File: src/rtl/instr_queue.sv
// ============================================================================
// Module   : instr_queue
// Purpose  : Fetch-to-decode instruction FIFO with flush and backpressure.
//            Define IQ_PREDECODE_EN to add the out_is_ctrl predecode flag.
// Revision : 1.0
// ============================================================================
`default_nettype none

module instr_queue #(
    parameter int W     = 32,
    parameter int DEPTH = 4
) (
    input  logic                     clk,
    input  logic                     rst,
    input  logic                     in_valid,
    input  logic [W-1:0]             in_instr,
    input  logic [W-1:0]             in_pc,
    output logic                     in_ready,
    output logic                     out_valid,
    output logic [W-1:0]             out_instr,
    output logic [W-1:0]             out_pc,
    input  logic                     out_ready,
    input  logic                     flush,
`ifdef IQ_PREDECODE_EN
    output logic                     out_is_ctrl,
`endif
    output logic [$clog2(DEPTH):0]   count
);

    localparam int                c_aw   = $clog2(DEPTH);
    localparam logic [c_aw:0]     c_full = (c_aw + 1)'(DEPTH);
    localparam logic [c_aw-1:0]   c_one  = c_aw'(1);

    logic [c_aw-1:0] rd_ptr_q, rd_ptr_d;
    logic [c_aw-1:0] wr_ptr_q, wr_ptr_d;
    logic [c_aw:0]   count_q,  count_d;
    logic            w_push;
    logic            w_pop;

    logic [W-1:0]    instr_mem_q [DEPTH];
    logic [W-1:0]    pc_mem_q    [DEPTH];

    // Status outputs come only from registered occupancy.
    assign in_ready  = (count_q != c_full);
    assign out_valid = (count_q != '0);
    assign count     = count_q;
    assign out_instr = out_valid ? instr_mem_q[rd_ptr_q] : '0;
    assign out_pc    = out_valid ? pc_mem_q[rd_ptr_q]    : '0;

    assign w_push = in_valid & in_ready;
    assign w_pop  = out_valid & out_ready;

    always_comb begin
        rd_ptr_d = rd_ptr_q;
        wr_ptr_d = wr_ptr_q;
        count_d  = count_q;
        if (flush) begin
            rd_ptr_d = '0;
            wr_ptr_d = '0;
            count_d  = '0;
        end else begin
            if (w_push) wr_ptr_d = wr_ptr_q + c_one;
            if (w_pop)  rd_ptr_d = rd_ptr_q + c_one;
            if (w_push && !w_pop)      count_d = count_q + 1'b1;
            else if (w_pop && !w_push) count_d = count_q - 1'b1;
        end
    end

    always_ff @(posedge clk or posedge rst) begin
        if (rst) begin
            rd_ptr_q <= '0;
            wr_ptr_q <= '0;
            count_q  <= '0;
        end else begin
            rd_ptr_q <= rd_ptr_d;
            wr_ptr_q <= wr_ptr_d;
            count_q  <= count_d;
        end
    end

    // Storage is left unreset; a flushed push must not land in a slot.
    always_ff @(posedge clk) begin
        if (w_push && !flush) begin
            instr_mem_q[wr_ptr_q] <= in_instr;
            pc_mem_q[wr_ptr_q]    <= in_pc;
        end
    end

`ifdef IQ_PREDECODE_EN
    logic ctrl_mem_q [DEPTH];
    logic w_is_ctrl;

    assign w_is_ctrl = (in_instr[6:0] == 7'b1100011) ||
                       (in_instr[6:0] == 7'b1101111) ||
                       (in_instr[6:0] == 7'b1100111);

    always_ff @(posedge clk) begin
        if (w_push && !flush) ctrl_mem_q[wr_ptr_q] <= w_is_ctrl;
    end

    assign out_is_ctrl = out_valid ? ctrl_mem_q[rd_ptr_q] : 1'b0;
`endif

endmodule

`default_nettype wire

File: config.mk
export PLATFORM = sky130hd
export DESIGN_NAME = instr_queue
export DESIGN_NICKNAME = d
export VERILOG_FILES = /design/src/rtl/instr_queue.sv
export SDC_FILE = /design/constraint.sdc
export NUM_CORES = 1
export LEC_CHECK = 0
export ABC_AREA = 0
export BUFFER_PORTS_ARGS = -buffer_cell sky130_fd_sc_hd__buf_2
export CORE_MARGIN = 2
export CORE_UTILIZATION = 57
export CTS_CLUSTER_SIZE = 24
export DETAILED_ROUTE_END_ITERATION = 12
export GPL_ROUTABILITY_DRIVEN = 0
export PLACE_DENSITY = 0.79
export SYNTH_ARGS = -nofsm -noshare
export SYNTH_HDL_FRONTEND = slang
export SYNTH_SLANG_ARGS = --single-unit
File: constraint.sdc
create_clock -name clk -period 3.6 [get_ports clk]
set_clock_uncertainty 0.05 [all_clocks]
set_input_delay 0.36 -clock clk [delete_from_list [all_inputs] [get_ports clk]]
set_output_delay 0.36 -clock clk [all_outputs]
set_load 0.005 [all_outputs]
; After elaboration in Yosys (flattened, before gate mapping)
; Memory sizes are Yosys's and may differ from the RTL's.
; Cells that the tools add are included.
[op_classes]
add_sub_neg = 4
muxes = 11
eq_ne = 1
reduce_logical = 10
n_bitwise = 2
[op_table]
columns = cell, n
row1 = 32-bit 2-to-1 mux, 2
row2 = 3-bit 2-to-1 mux, 3
row3 = 2-bit 2-to-1 mux, 4
row4 = 3-bit nonzero test, 2
row5 = 2-bit by 1-bit adder with 2-bit output (second input constant), 2
row6 = 2-bit nonzero test, 2
row7 = 3-bit by 1-bit adder with 3-bit output (second input constant), 1
row8 = 1-bit logical AND, 3
row9 = 1-bit zero test, 3
row10 = 3-bit != test (second input constant), 1
row11 = 3-bit by 1-bit subtractor with 3-bit output (second input constant), 1
row12 = 1-bit bitwise AND, 2
row13 = 1-bit 2-to-1 mux, 2
[word_totals]
regBits = 7
n_memories = 2
mem_bits_rw = 256
[mem_list]
columns = name, words, word_bits, read_ports, rd_ports_with_merged_regs, write_ports, line
row1 = instr_mem_q, 4, 32, 1, 0, 1, 40  ; logic [W-1:0] instr_mem_q [DEPTH];
row2 = pc_mem_q, 4, 32, 1, 0, 1, 41  ; logic [W-1:0] pc_mem_q [DEPTH];

; Longest topological paths before layout
; Gate-level depths: netlist of the first run.
[logic_depth]
ltp_word = 7
depth_mapped = 8
depth_no_buf = 7

; Least setup slack after synthesis of the first run
; No wires, ideal clock.
[synth_path]
path_kind = input to register
from = input in_valid
to = memory instr_mem_q[0][0], enable pin
setup_slack_ns = 0.634
t_required_ns = 3.121
arrival_ns = 2.487
cell_stages = 4
path_cell_list = clkbuf_1 inv_1 nor3_1 and2_1
[synth_between]
elab_chain_len = 4
[synth_lines]
columns = item, line
row1 = "start, declared", 15  ; input logic in_valid,
row2 = 1-bit bitwise AND, 50  ; assign w_push = in_valid & in_ready;
row3 = 1-bit logical AND, 83  ; if (w_push && !flush) begin
row4 = 1-bit 2-to-1 mux, 83
row5 = 1-bit 2-to-1 mux (not written as such), 84  ; instr_mem_q[wr_ptr_q] <= in_instr;
row6 = "end, declared", 40
; No other way between the ends.

; Worst setup path after layout of the first run
[layout_path]
from = register count_q[1] (netlist: count[1])
to = output out_pc[31]
[layout_between]
elab_chain_len = 2
[layout_lines]
columns = item, line
row1 = "start, declared", 36  ; logic [c_aw:0] count_q, count_d;
row2 = "start signal, assigned", 77  ; count_q <= count_d;
row3 = 3-bit nonzero test, 45  ; assign out_valid = (count_q != '0);
row4 = 32-bit 2-to-1 mux, 48  ; assign out_pc = out_valid ? pc_mem_q[rd_ptr_q] : '0;
row5 = "end, declared", 21  ; output logic [W-1:0] out_pc,
; No other way between the ends.

==> results of run 1 <==
==> power breakdown <==
group	internal (W)	total [W]	switching [W]
clock network	0.00146	0.00251	0.00105
logic	0.00109	0.00200	0.000911
registers	0.00354	0.00374	0.000196
total	0.00609	0.00824	0.00215
==> critical path, delay by kind of cell, from the launching register on <==
family                 cells  cell delay, ns
DFF                        1            0.49
and+or+nand+nor            2            1.36
buffers and inverters      1            0.14
==> repair_timing <==
item	in CTS	in global routing
hold endpoints to repair	56	6
hold buffers	16	3
buffers inserted	0	0
==> layout by cell type (no fill, tap or decap), drive strengths merged, types with 3 or more instances in the layout <==
cell | netlist | layout
dfrtp | 7 | 7
mux4 | 64 | 64
inv | 8 | 8
nor2 | 7 | 7
edfxtp | 256 | 256
o21ai | 3 | 3
ha | 4 | 4
dlygate4sd3 | 0 | 19
and2 | 68 | 68
clkinv | 0 | 11
clkbuf | 8 | 34
buf | 19 | 140
==> path summary, 6_finish.rpt <==
check | start | endpoint | cells after the start
setup / recovery | count[1]$_DFFE_PP0P_ | out_pc[31] | 3
hold / removal | in_instr[25] | instr_mem_q[1][25]$_DFFE_PP_ | 1
setup reg to reg | count[2]$_DFFE_PP0P_ | count[2]$_DFFE_PP0P_ | 7
hold reg to reg | wr_ptr_q[0]$_DFFE_PP0P_ | wr_ptr_q[0]$_DFFE_PP0P_ | 2
max in group asynchronous | rst | rd_ptr_q[1]$_DFFE_PP0P_ | 3
min in group asynchronous | rst | rd_ptr_q[0]$_DFFE_PP0P_ | 3
==> sequential cells by signal (all words and copies together) (netlist names) <==
name	cells
pc_mem_q	128
wr_ptr_q	2
instr_mem_q	128
rd_ptr_q	2
count	3
==> routing by layer <==
layer | vias up | GRT usage
li1 | 2219 | -
met1 | 2598 | 0.2528
met2 | 144 | 0.3421
met3 | 31 | 0.04678
met4 | 0 | 0.05102
met5 | - | 0
==> metrics by stage <==
stage | cells | hold slack, ns | cell area (um2)
after global placement | 808 | 0.2451 | 11100
after floorplan | 470 | 0.1134 | 10220
final | 876 | 0.01706 | 12100
after global routing | 874 | 0.001239 | 12090
after CTS | 871 | 0.00006445 | 12060
after detailed placement | 808 | 0.2564 | 11100
==> area by class of cell <==
cell class / count / area [um2] / share of cell area
Sequential cell: 263 / 7870 / 0.6505
Inverter: 8 / 30.03 / 0.002482
Antenna cell: 2 / 5.005 / 0.0004137
Clock inverter: 13 / 88.84 / 0.007343
Tap cell: 225 / 281.5 / 0.02327
Multi-Input combinational cell: 172 / 2187 / 0.1808
Timing Repair Buffer: 159 / 923.4 / 0.07633
Clock buffer: 34 / 711.9 / 0.05885
==> cell usage after synthesis (all sizes together) (2+ instances only) <==
| cell type | n |
|---|---|
| dfrtp | 7 |
| o21ai | 3 |
| buf | 19 |
| nand3 | 2 |
| inv | 8 |
| o31ai | 2 |
| clkbuf | 8 |
| and2 | 68 |
| ha | 4 |
| nand3b | 2 |
| mux2i | 2 |
| xor2 | 2 |
| a21oi | 2 |
| nor2 | 7 |
| edfxtp | 256 |
| mux4 | 64 |
==> cells by family after synthesis <==
kind of cell	count (synthesis)	synth area share
flip-flops	263	0.7691
AND/OR/NAND/NOR	84	0.05006
multiplexers	67	0.1440
buffers and inverters	35	0.01811
AO/OA/AOI/OAI	14	0.01016
adder cells (fa/ha/maj)	5	0.006854
XOR/XNOR	2	0.001714
==> results.md, run 1 <==
* Warnings, synthesis at 0
* Die Span Y at around 140 um
* Post-synth net total at roughly 540
* Avg Cell Area, Syn at between 20 and 25 um2
* Total CTS buffers at 26
* Worst ir drop on vdd at 0.8144 mV
* # H-tree levels at 1
* Routed length per instance at 21.13 um
* HPWL Detailed at ~11000 um
* CP Data Arrival Time at 2.52 ns
* Post-synth cell types at 32
* Cell row count at 48
* CP endpoint kind: primary output
* Starting density of the core at 0.5870
* CTS tree: done
* Ys async rst share at 0.02662
* Net count, final at 704
* Worst Tran Pin Value at about 1.1 ns
* Relative slew slack at 0.2563
* Pwr dens at between 600 and 700 nW/um2
* Clock root buffer master: clkbuf_16
* Top Metal Used: met4
* Clock Path Buffers at 3
* Hold Fails Final Rpt at 0
* Worst slack, placed at 0.9753 ns
* Post-synth top area share at 0.7519
* Worst Slack Setup Final at roughly 0.67 ns
* Gr ovfl total at 0
* WS Path Type: register to primary output
* Tcrit/Tclk final at 0.8139
* Setup tns final at 0 ns
* Peak Freq at around 0.34 GHz
* CP max stage cell: or3_2
* Reg2Reg Setup Slack at slightly below 0.9 ns
* RSZ-0062 raised after global routing: false
* WL met2 at slightly below 10000 um
* LEAKAGE at approximately 4.2 nW
* CTS Sinks at between 200 and 300
* Clock latency on the worst-skew pair at around 0.5 ns
* Worst path cell trace: or3_2 -> and2_1 -> buf_2
* Layout Utilization at 0.6946
* Max stage delay on crit path at 1.00 ns
* Final setup viols at 0
* Largest net degree at the start of global routing at 66
* 1st-iter DRT viols at roughly 230
* Post-synth EDFFs at ~260
* Hold Crit Class: input port to register
* Total Die Area at about 19000 um2
* Vias at approximately 5000
* # IOs at between 100 and 150
* Total power draw at approximately 0.008 W
* Synth Register Bits at 263
* Die Wd at approximately 140 um
* Initial antenna violation count at 2
* # fillers at ~1100
* Status: complete, no violations
* Layout cells sized above 1 at 0.3852
* Port bufs at about 140
* DR DRC count at 0
* CTS clk-pin slew, worst paths at about 0.06 ns
* Seq/Total Area, Yosys at 0.7691
* Post-Route WL at roughly 19000 um
* CTS resizes at 0
* Drt pass-1 iters at 4
* Startpoint types: register
* Area grow syn2layout at 18.33%
* WP data required at 3.19 ns
* Synth area leader: edfxtp_1
* Max_cap viols at 0
* ANT nets after route at 0
* Total GRT Usage at 0.1968
* First-pass GRT wire length at roughly 28000 um
* Fin crit period at 2.930 ns
* Wl on met1 at about 7300 um
* Mapped Cells at 470
* Synth Flop Type: edfxtp_1
* Post-Syn Area at 10220 um2
* Vias in the first global route at approximately 5300
* Worst Path Max Fanout at 65
* Met3 wire len at approximately 1200 um
* Top cells by area, synth: edfxtp_1 75%, mux4_2 14%, and2_1 4.2%
* Final slew viol count at 0
* Core Region at 17420 um2
* Vias/cell at between 5 and 6
Note: power is estimated with default switching activity, not from simulation.
==> run 2: changes to the inputs <==
Settings changed: ABC_AREA 0 to 1, CORE_UTILIZATION 57 to 52, PLACE_DENSITY 0.79 to 0.76.
Clock period 3.6 ns to 2.5 ns, I/O delays scaled along.
==> run 2 against run 1 <==
Compared with the run above: flip-flop and latch count unchanged; count of clock-buffer cells in the layout down 6; die area increased by 11%; global-route usage up 1.3 points; cell area up 6.4%; critical path type unchanged; critical endpoint is now out_pc[3].
==> results.md, run 2 <==
* Status: complete, no violations
* CP endpoint kind: primary output
* Seq/Total Area, Yosys at 0.7599
* Net count, final at ~1100
* Hold Crit Class: input port to register
* DR DRC count at 0
* Total GRT Usage at 0.2100
* CTS Sinks at around 260
* Worst path cell trace: clkinv_2 -> buf_12 -> o21ai_0 -> a21oi_1 -> buf_2
* Final hold slack at ~0.044 ns
* CP Data Arrival Time at between 2 and 2.5 ns
* Largest net degree at the start of global routing at slightly above 80
* Core Region at around 20000 um2
* CP max stage cell: dfrtp_4
* ANT nets after route at 0
* WP data required at about 2.2 ns
* Tcrit/Tclk final at 0.9469
* Final slew viol count at 0
* Worst Tran Pin Value at a little over 0.8 ns
* Worst Path Max Fanout at 80
* Met3 usage at 0.02673
* Post-synth top area share at 0.7430
* LEAKAGE at about 4.7 nW
* Final setup viols at 0
* Total CTS buffers at 26
* Synth area leader: edfxtp_1
* Total power draw at around 0.013 W
* Starting density of the core at 0.5316
* 1st-iter DRT viols at between 500 and 600
* Final Cell Area at roughly 13000 um2
* Layout cells sized above 1 at 0.1963
* CTS resizes at 0
* Most frequent cells in the layout: 259 x nor2_1, 256 x edfxtp_1, 137 x buf_2
* Avg Cell Area, Syn at 12.65 um2
* Startpoint types: register
* Worst ir drop on vdd at between 0.6 and 0.7 mV
* Hold Startpoint: in_valid
* GR peak layer: met2
* Clock root buffer master: clkbuf_16
* Worst slack, placed at between 0.4 and 0.5 ns
* Top cells by area, synth: edfxtp_1 74%, nor2_1 9.5%, o21ai_0 6.2%
* Initial antenna violation count at 1
* WS Path Type: register to primary output
* Setup tns final at 0 ns
* Warnings, synthesis at 0
* Critical Path Source: rd_ptr_q[0]$_DFFE_PP0P_
* CTS tree: done
* Synth Register Bits at between 200 and 300
* Port bufs at between 100 and 150
* First-pass GRT wire length at between 30000 and 40000 um
* Area grow syn2layout at 24.47%
* Hold Fails Final Rpt at 0
* Met2 usage at 0.3688
* DP Area at between 10000 and 15000 um2
* Most common cell in the netlist: nor2_1
* Clock Path Buffers at 3
* Peak Freq at approximately 0.42 GHz
* Max stage delay on crit path at ~0.54 ns
* Die Wd at 145.1 um
* RSZ-0062 raised after global routing: false
* Synth top cells by count: 263 x nor2_1, 256 x edfxtp_1, 129 x o21ai_0
* Pwr dens at approximately 1000 nW/um2
* Max_cap viols at 0
* Post-Route WL at 22440 um
* # IOs at 138
* Ys async rst share at 0.02662
* Vias/cell at around 5.3
* Post-Syn Area at roughly 10000 um2
* Total Die Area at 21040 um2
* Gr ovfl total at 0
* Vias in the first global route at between 6000 and 7000
* Routed length per instance at 17.26 um
* Worst Slack Setup Final at ~0.13 ns
* Vias at about 7000
* Global-route met1 utilization at 0.2694
* Clock latency on the worst-skew pair at approximately 0.52 ns
* Relative slew slack at 0.4605
* Post-synth net total at about 900
* Synth Flop Type: edfxtp_1
* CTS clk-pin slew, worst paths at around 0.060 ns
* Fin crit period at about 2.4 ns
* R2R Path Start: count[0]$_DFFE_PP0P_
* Commonest non-fill, non-tap cell in the layout: nor2_1
* Mapped Cells at roughly 800
* # H-tree levels at 1
* Post-synth cell types at 24
* HPWL Detailed at roughly 12000 um
* Post-synth EDFFs at 256
* Die Span Y at roughly 150 um
* Drt pass-1 iters at 5
* Cell row count at 51
run 2: cell types whose count changed after synthesis, sizes merged, moves of 3 or more:
| cell | previous run | this run |
|---|---|---|
| nand2 | 0 | 13 |
| and2 | 68 | 0 |
| clkbuf | 8 | 14 |
| o21ai | 3 | 132 |
| mux4 | 64 | 0 |
| inv | 8 | 17 |
| a21oi | 2 | 65 |
| buf | 19 | 34 |
| nand4 | 0 | 3 |
| nor2 | 7 | 264 |
run 2: area by class of cell:
cell class / instances / area, um2
fill: 1385 / 6585
timing repair buffer: 220 / 1603
antenna: 1 / 2.502
multi-input combinational: 489 / 2201
clock buffer: 28 / 679.4
sequential: 263 / 7868
clock inverter: 16 / 123.9
tap: 265 / 331.6
inverter: 18 / 68.82
run 2: logic make-up (layout without fill, tap and decap cells):
kind of cell / Yosys count / after routing / synth area share
other: 0 / 1 / 0
AOI/OAI and AO/OA: 197 / 197 / 0.09566
buffers and inverters: 66 / 282 / 0.03023
adders and majority gates: 5 / 5 / 0.006773
and+or+nand+nor: 285 / 285 / 0.1057
DFF: 263 / 263 / 0.7599
xor gates and xnor gates: 2 / 2 / 0.001693
run 2: timing repair:
| action | CTS | global route |
|---|---|---|
| setup endpoints to repair | 13 | 0 |
| buffers inserted | 3 | 0 |
| hold buffers | 66 | 0 |
| endpoints found under the hold margin | 265 | 0 |
run 2: path summary, 6_finish.rpt:
| check | slack [ns] | cells after the start | end |
|---|---|---|---|
| max | 0.13 | 5 | out_pc[3] |
| min | 0.04 | 4 | wr_ptr_q[1]$_DFFE_PP0P_ |
| max reg2reg | 0.45 | 5 | instr_mem_q[3][26]$_DFFE_PP_ |
| min reg2reg | 0.50 | 1 | count[0]$_DFFE_PP0P_ |
| max in group asynchronous | 1.98 | 3 | rd_ptr_q[0]$_DFFE_PP0P_ |
| min in group asynchronous | 0.16 | 3 | rd_ptr_q[0]$_DFFE_PP0P_ |
run 2: report_power, final:
group | internal, W | switching (W) | leakage [nW]
registers | 0.00514 | 0.000103 | 2.41
clock network | 0.00215 | 0.00154 | 0.399
logic | 0.00134 | 0.00226 | 1.91
run 2: through the flow:
stage                     instances    util
final                          1300  0.6617
after global routing           1300  0.6617
after CTS                      1299  0.6615
after detailed placement       1186  0.5850
after global placement         1186  0.5850
after floorplan                 818       -
run 2: critical path: cells and delay by family, from the launching register on:
kind / cells / cell delay [ns]
buf+inv: 3 / 0.57
flops: 1 / 0.54
compound gates: 2 / 0.42
run 2: layer usage:
layer,vias up,routed length (um)
li1,3291,-
met1,3328,9147
met2,243,11350
met3,45,1290
met4,0,658
met5,-,0
